### src/rtl/dflow_pkg.sv
// dflow_pkg: shared replay state type, default memory geometry and counter sizing helper
package dflow_pkg;
   typedef enum logic [1:0] {IDLE, ISSUE, DRAIN} replay_state_t;
   localparam int DFLOW_MEM_ADDR_WIDTH = 19;
   localparam int DFLOW_MEM_DATA_WIDTH = 144;
   function automatic int cnt_w(input int depth);
      return $clog2(depth) + 1;
   endfunction
endpackage

### src/rtl/dflow_sync_fifo.sv
// dflow_sync_fifo: first-word-fall-through buffer with an occupancy count for credit tracking
module dflow_sync_fifo
   import dflow_pkg::*;
#(
   parameter int WIDTH = DFLOW_MEM_DATA_WIDTH,
   parameter int DEPTH = 16,
   parameter int CW    = cnt_w(DEPTH)
) (
   input  logic             clk,
   input  logic             rst,
   input  logic             push,
   input  logic [WIDTH-1:0] din,
   input  logic             pop,
   output logic [WIDTH-1:0] dout,
   output logic             empty,
   output logic [CW-1:0]    count
);
   localparam int AW = $clog2(DEPTH);
   logic [WIDTH-1:0] mem [DEPTH];
   logic [AW-1:0] wp, rp;
   logic full, do_pop, do_push;
   assign empty   = count == '0;
   assign full    = count == CW'(DEPTH);
   assign do_pop  = pop & ~empty;
   assign do_push = push & (~full | do_pop);
   assign dout    = empty ? '0 : mem[rp];
   always_ff @(posedge clk) begin
      if (rst) begin
         wp    <= '0;
         rp    <= '0;
         count <= '0;
      end else begin
         wp    <= wp + AW'(do_push);
         rp    <= rp + AW'(do_pop);
         count <= count + CW'(do_push) - CW'(do_pop);
      end
   end
   always_ff @(posedge clk) if (do_push) mem[wp] <= din;
   a_no_overflow: assert property (@(posedge clk) disable iff (rst) !(push & full & ~do_pop));
endmodule

### src/rtl/dflow_mem_replay.sv
// dflow_mem_replay: replays stored 5-tuple entries from memory onto a credit-limited valid/ready stream.
// Define DFLOW_REPLAY_STATS_EN to add the stat_words/stat_stall/stat_starve counters.
module dflow_mem_replay
   import dflow_pkg::*;
#(
   parameter int MEM_ADDR_WIDTH = DFLOW_MEM_ADDR_WIDTH,
   parameter int MEM_DATA_WIDTH = DFLOW_MEM_DATA_WIDTH,
   parameter int BUF_DEPTH      = 16,
   parameter int LOOP_WIDTH     = 16
) (
   input  logic                      clk,
   input  logic                      rst_n,
   input  logic                      sw_rst,
   input  logic                      cal_done,
   input  logic                      start_replay,
   input  logic [LOOP_WIDTH-1:0]     loop_count,
   input  logic [MEM_ADDR_WIDTH-1:0] dflow_addr_low,
   input  logic [MEM_ADDR_WIDTH-1:0] dflow_mem_high,
   output logic                      app_rd_cmd,
   output logic [MEM_ADDR_WIDTH-1:0] app_rd_addr,
   input  logic                      app_rd_valid,
   input  logic [MEM_DATA_WIDTH-1:0] app_rd_data,
   output logic                      out_valid,
   output logic [MEM_DATA_WIDTH-1:0] out_data,
   input  logic                      out_ready,
   output logic                      busy,
`ifdef DFLOW_REPLAY_STATS_EN
   output logic [31:0]               stat_words,
   output logic [31:0]               stat_stall,
   output logic [31:0]               stat_starve,
`endif
   output logic                      done
);
   localparam int CW = cnt_w(BUF_DEPTH);
   localparam int SW = CW + 1;
   replay_state_t state, state_nx;
   logic rst, range_ok, launch, credit, issue, wrap, last, accept, drained, hold, buf_empty;
   logic [MEM_ADDR_WIDTH-1:0] addr, low_q, high_q;
   logic [LOOP_WIDTH-1:0] loops_q, passes;
   logic [CW-1:0] outstanding, buf_count;
   assign rst      = ~rst_n | sw_rst;
   assign range_ok = dflow_mem_high > dflow_addr_low;
   assign launch   = (state == IDLE) & start_replay & cal_done & range_ok & ~hold;
   // Reads in flight plus buffered words may never exceed the buffer, whatever the read latency.
   assign credit   = SW'(outstanding) + SW'(buf_count) < SW'(BUF_DEPTH);
   assign issue    = (state == ISSUE) & start_replay & cal_done & credit & ~rst;
   assign wrap     = addr == high_q - MEM_ADDR_WIDTH'(1);
   assign last     = wrap & (loops_q != '0) & ((passes + LOOP_WIDTH'(1)) == loops_q);
   assign accept   = app_rd_valid & (state != IDLE) & (outstanding != '0);
   assign drained  = (outstanding == '0) & (buf_count == '0);
   assign busy        = state != IDLE;
   assign app_rd_cmd  = issue;
   assign app_rd_addr = addr;
   assign out_valid   = ~buf_empty;
   // hold keeps a finished or empty-range run from retriggering until start_replay is released.
   assign done = ~rst & ((state == DRAIN) ? drained : (state == IDLE) & start_replay & ~range_ok & ~hold);
   always_comb begin
      state_nx = state;
      case (state)
         IDLE:    state_nx = launch ? ISSUE : IDLE;
         ISSUE:   state_nx = ((issue & last) | ~start_replay) ? DRAIN : ISSUE;
         DRAIN:   state_nx = drained ? IDLE : DRAIN;
         default: state_nx = IDLE;
      endcase
   end
   always_ff @(posedge clk) begin
      if (rst) begin
         state       <= IDLE;
         addr        <= '0;
         low_q       <= '0;
         high_q      <= '0;
         loops_q     <= '0;
         passes      <= '0;
         outstanding <= '0;
         hold        <= 1'b0;
      end else begin
         state       <= state_nx;
         outstanding <= outstanding + CW'(issue) - CW'(accept);
         hold        <= start_replay & (hold | done);
         if (launch) begin
            addr    <= dflow_addr_low;
            low_q   <= dflow_addr_low;
            high_q  <= dflow_mem_high;
            loops_q <= loop_count;
            passes  <= '0;
         end else if (issue) begin
            addr   <= wrap ? low_q : addr + MEM_ADDR_WIDTH'(1);
            passes <= passes + LOOP_WIDTH'(wrap);
         end
      end
   end
   dflow_sync_fifo #(.WIDTH(MEM_DATA_WIDTH), .DEPTH(BUF_DEPTH)) u_buf (
      .clk   (clk),
      .rst   (rst),
      .push  (accept),
      .din   (app_rd_data),
      .pop   (out_ready),
      .dout  (out_data),
      .empty (buf_empty),
      .count (buf_count)
   );
   a_credit: assert property (@(posedge clk) disable iff (rst)
      SW'(outstanding) + SW'(buf_count) <= SW'(BUF_DEPTH));
`ifdef DFLOW_REPLAY_STATS_EN
   always_ff @(posedge clk) begin
      if (rst | launch) begin
         stat_words  <= '0;
         stat_stall  <= '0;
         stat_starve <= '0;
      end else begin
         stat_words  <= stat_words + 32'(out_valid & out_ready);
         stat_stall  <= stat_stall + 32'(out_valid & ~out_ready);
         stat_starve <= stat_starve + 32'((state == ISSUE) & ~credit);
      end
   end
`endif
endmodule

### config.mk
export PLATFORM = sky130hd
export DESIGN_NAME = dflow_mem_replay
export DESIGN_NICKNAME = d
export VERILOG_FILES = /design/src/rtl/dflow_pkg.sv /design/src/rtl/dflow_sync_fifo.sv /design/src/rtl/dflow_mem_replay.sv
export SDC_FILE = /design/constraint.sdc
export NUM_CORES = 2
export LEC_CHECK = 0
export ABC_AREA = 1
export CORE_MARGIN = 2
export CORE_UTILIZATION = 55
export CTS_BUF_LIST = sky130_fd_sc_hd__clkbuf_2 sky130_fd_sc_hd__clkbuf_4 sky130_fd_sc_hd__clkbuf_8
export CTS_CLUSTER_SIZE = 20
export DETAILED_ROUTE_END_ITERATION = 10
export PLACE_DENSITY = 0.73
export SYNTH_ARGS = -nofsm -noshare
export SYNTH_HDL_FRONTEND = slang
export SYNTH_SLANG_ARGS = --single-unit
### constraint.sdc
create_clock -name clk -period 12.8 [get_ports clk]
set_input_delay 2.56 -clock clk [delete_from_list [all_inputs] [get_ports clk]]
set_output_delay 2.56 -clock clk [all_outputs]
set_load 0.02 [all_outputs]
==> metrics.cfg <==
[logic_synthesis]
synth_edf_count = 2304
yosysUniqueCellTypes = 46
yosys-top-cells-area = edfxtp_1 (72%), o21ai_0 (6.3%), nor2_1 (4.9%)
synthCells = 7244
synth_top_area_frac = 0.721
synth_nets = 7495
seq_area_frac_synth = 0.744
async_flop_share = 0
syn-cell-area_um2 = 95900
synth_flop_cell = edfxtp_1
synth_warnings = 0
syn_avg_cell_area_um2 = 13.2
synth_largest_area_cell = edfxtp_1
ys_ff_latch = 2414

[global_routing]
antenna_found_initial = 43
first_global_vias = 62427
gr-total-overflow = 0
grt_pass1_wl_um = 381000
grt_max_degree = 252
track_usage = 0.282

[setup_path]
start_kind = register
path_max_fanout = 251
cp_data_required_time_ns = 10.24
end_kind = output pin
worstPathArrival_ns = 6.48
worstSetupPathType = register to output pin
reg2reg_depth = 11

[placement]
place_area_um2 = 101000
pre_cts_ws_ns = 4.91
place.gp.congestion = 0.843
hpwl_um = 121000
io_buffers = 371

[sta]
clock_skew_ns = 0.0455
maxSlewHeadroom = 0.0822
finalSetupTns_ns = 0
slew_viol_final = 0
rsz0062_at_grt = false
worstMarginPinSlew_ns = 1.38
fin_crit_sh = 0.706
period_needed_ns = 9.04
setup_viol = 0
hold_viol = 0
finalWorstSetupSlack_ns = 3.76
worst_hold_slack_ns = 0.464
max_freq_ghz = 0.111

[power_and_ir_drop]
leakagePower_uw = 0.0350
combinationalPowerShare = 0.170
power_frac_clock = 0.350
power_frac_seq = 0.480
p_sw_uw = 5120
powerDensity_nw_per_um2 = 166
max-vdd-ir-drop_uv = 180
swShare = 0.283
p_int_uw = 13000

[drt]
wire_per_inst_um = 25.1
wirelength_um = 256000
dr_total_vias = 63718
dr.pass1.iters = 5
drc = 0
antenna_left = 0
routed_via_density = 6.25
drt_iter0_drc = 7735

[cells_and_area]
layout_common_cells = edfxtp_1 (2304), nor2_1 (1245), o21ai_0 (1202)
utilization = 0.627
final_common_cell = edfxtp_1
fillers = 12677
multi_input_area_um2 = 21800
stdcell_area_um2 = 109000
drive_gt1_frac = 0.0960
nNetsFinal = 7815
seq_area_um2 = 71400
area_growth_syn_to_layout_pct = 13.5

[cts]
cts_sinks = 2414
hold_buffers = 0
cts_buffer_depth = 4
ctsResizeCount = 0
htreeDepth = 5
cts-root-buf = clkbuf_8
cts_tree = done
clk_pin_slew_ns = 0.06
cts_buffers = 394
clk_latency_ns = 1.08
post_cts_buffers = 0

[hold_path]
hold_class = register to register
hold_depth = 2

[floorplanning]
core_area_um2 = 174000
io_pins = 372
rows = 153
die_w_um = 422
start_util = 0.552
fp.dieH_um = 422
die-area_um2 = 178000

[run_status]
status = finished, final reports clean

[job]
cap_violations = 0

==> Yosys cell counts, types with 37 or more instances <==
cell      number
xor2_1        37
o22ai_1      180
nand2_1      236
o21ai_0     1202
buf_2         86
nor2_1      1262
a21oi_1      219
nand3_1      212
clkbuf_1     427
inv_1        186
ha_1          44
o221ai_1     408
edfxtp_1    2304
dfxtp_1      110
o211ai_1     169
==> state kept, by name (all words and copies together) (netlist names) <==
signal,count
u_buf.mem,2304
loops_q,16
passes,16
high_q,19
u_buf.count,5
app_rd_addr,19
hold,1
u_buf.wp,4
u_buf.rp,4
low_q,19
state,2
outstanding,5
==> worst max-delay path, cell delays in order (launching register included) <==
cell and delay, ns:
dfxtp_4 0.87, buf_4 0.94, buf_12 0.64, buf_12 0.53, o21ai_0 0.26, o221ai_1 0.25, nand3_1 0.09, a21oi_1 0.57
clkdlybuf4s50_1 0.74
==> power groups by stage <==
stage / sequential [uW] / clock (uW) / combinational (uW)
2_1_floorplan: 8830 / 0 / 1560
3_3_place_gp: 8850 / 0 / 3010
3_5_place_dp: 8850 / 0 / 3050
4_1_cts: 8680 / 6410 / 3070
5_1_grt: 8680 / 6760 / 3250
6_report: 8690 / 6340 / 3090
==> final cells by class <==
| cell class | instances | area share |
|---|---|---|
| Sequential cell | 2414 | 0.656 |
| Multi-Input combinational cell | 4100 | 0.200 |
| Clock buffer | 519 | 0.0593 |
| Timing Repair Buffer | 456 | 0.0418 |
| Tap cell | 2325 | 0.0267 |
| Clock inverter | 169 | 0.00814 |
| Inverter | 198 | 0.00710 |
| Antenna cell | 22 | 0.000506 |
==> per-stage QoR <==
step / cells / total power (uW)
detailed placement: 9493 / 11900
CTS: 10181 / 18200
global placement: 9493 / 11900
finish: 10203 / 18100
global route: 10199 / 18700
floorplan: 7244 / 10400
==> layer usage <==
| layer | part of all wire | vias to the layer above | GRT usage |
|---|---|---|---|
| met5 | 0.00081 | - | 0 |
| met4 | 0.032 | 34 | 0.114 |
| met3 | 0.10 | 511 | 0.0630 |
| met2 | 0.47 | 3558 | 0.443 |
| met1 | 0.40 | 31548 | 0.383 |
| li1 | - | 28067 | - |
==> kinds of logic (layout without fill, tap and decap cells) <==
family | count (synthesis) | in the layout | share of synthesized area
flip-flops | 2414 | 2414 | 0.744
AO/OA/AOI/OAI | 2217 | 2217 | 0.139
AND/OR/NAND/NOR | 1782 | 1782 | 0.0754
buffers and inverters | 730 | 1342 | 0.0299
XOR/XNOR | 55 | 55 | 0.00502
adder cells (fa/ha/maj) | 46 | 46 | 0.00616
other | 0 | 22 | 0
==> final timing paths <==
path | startpoint | endpoint | slack [ns]
max | u_buf.rp[0] | out_data[111] | 3.76
min | low_q[4] | low_q[4] | 0.46
max reg2reg | u_buf.count[3] | u_buf.mem[7][70] | 7.72
min reg2reg | low_q[4] | low_q[4] | 0.46
Power figures use the tool's default switching activity.
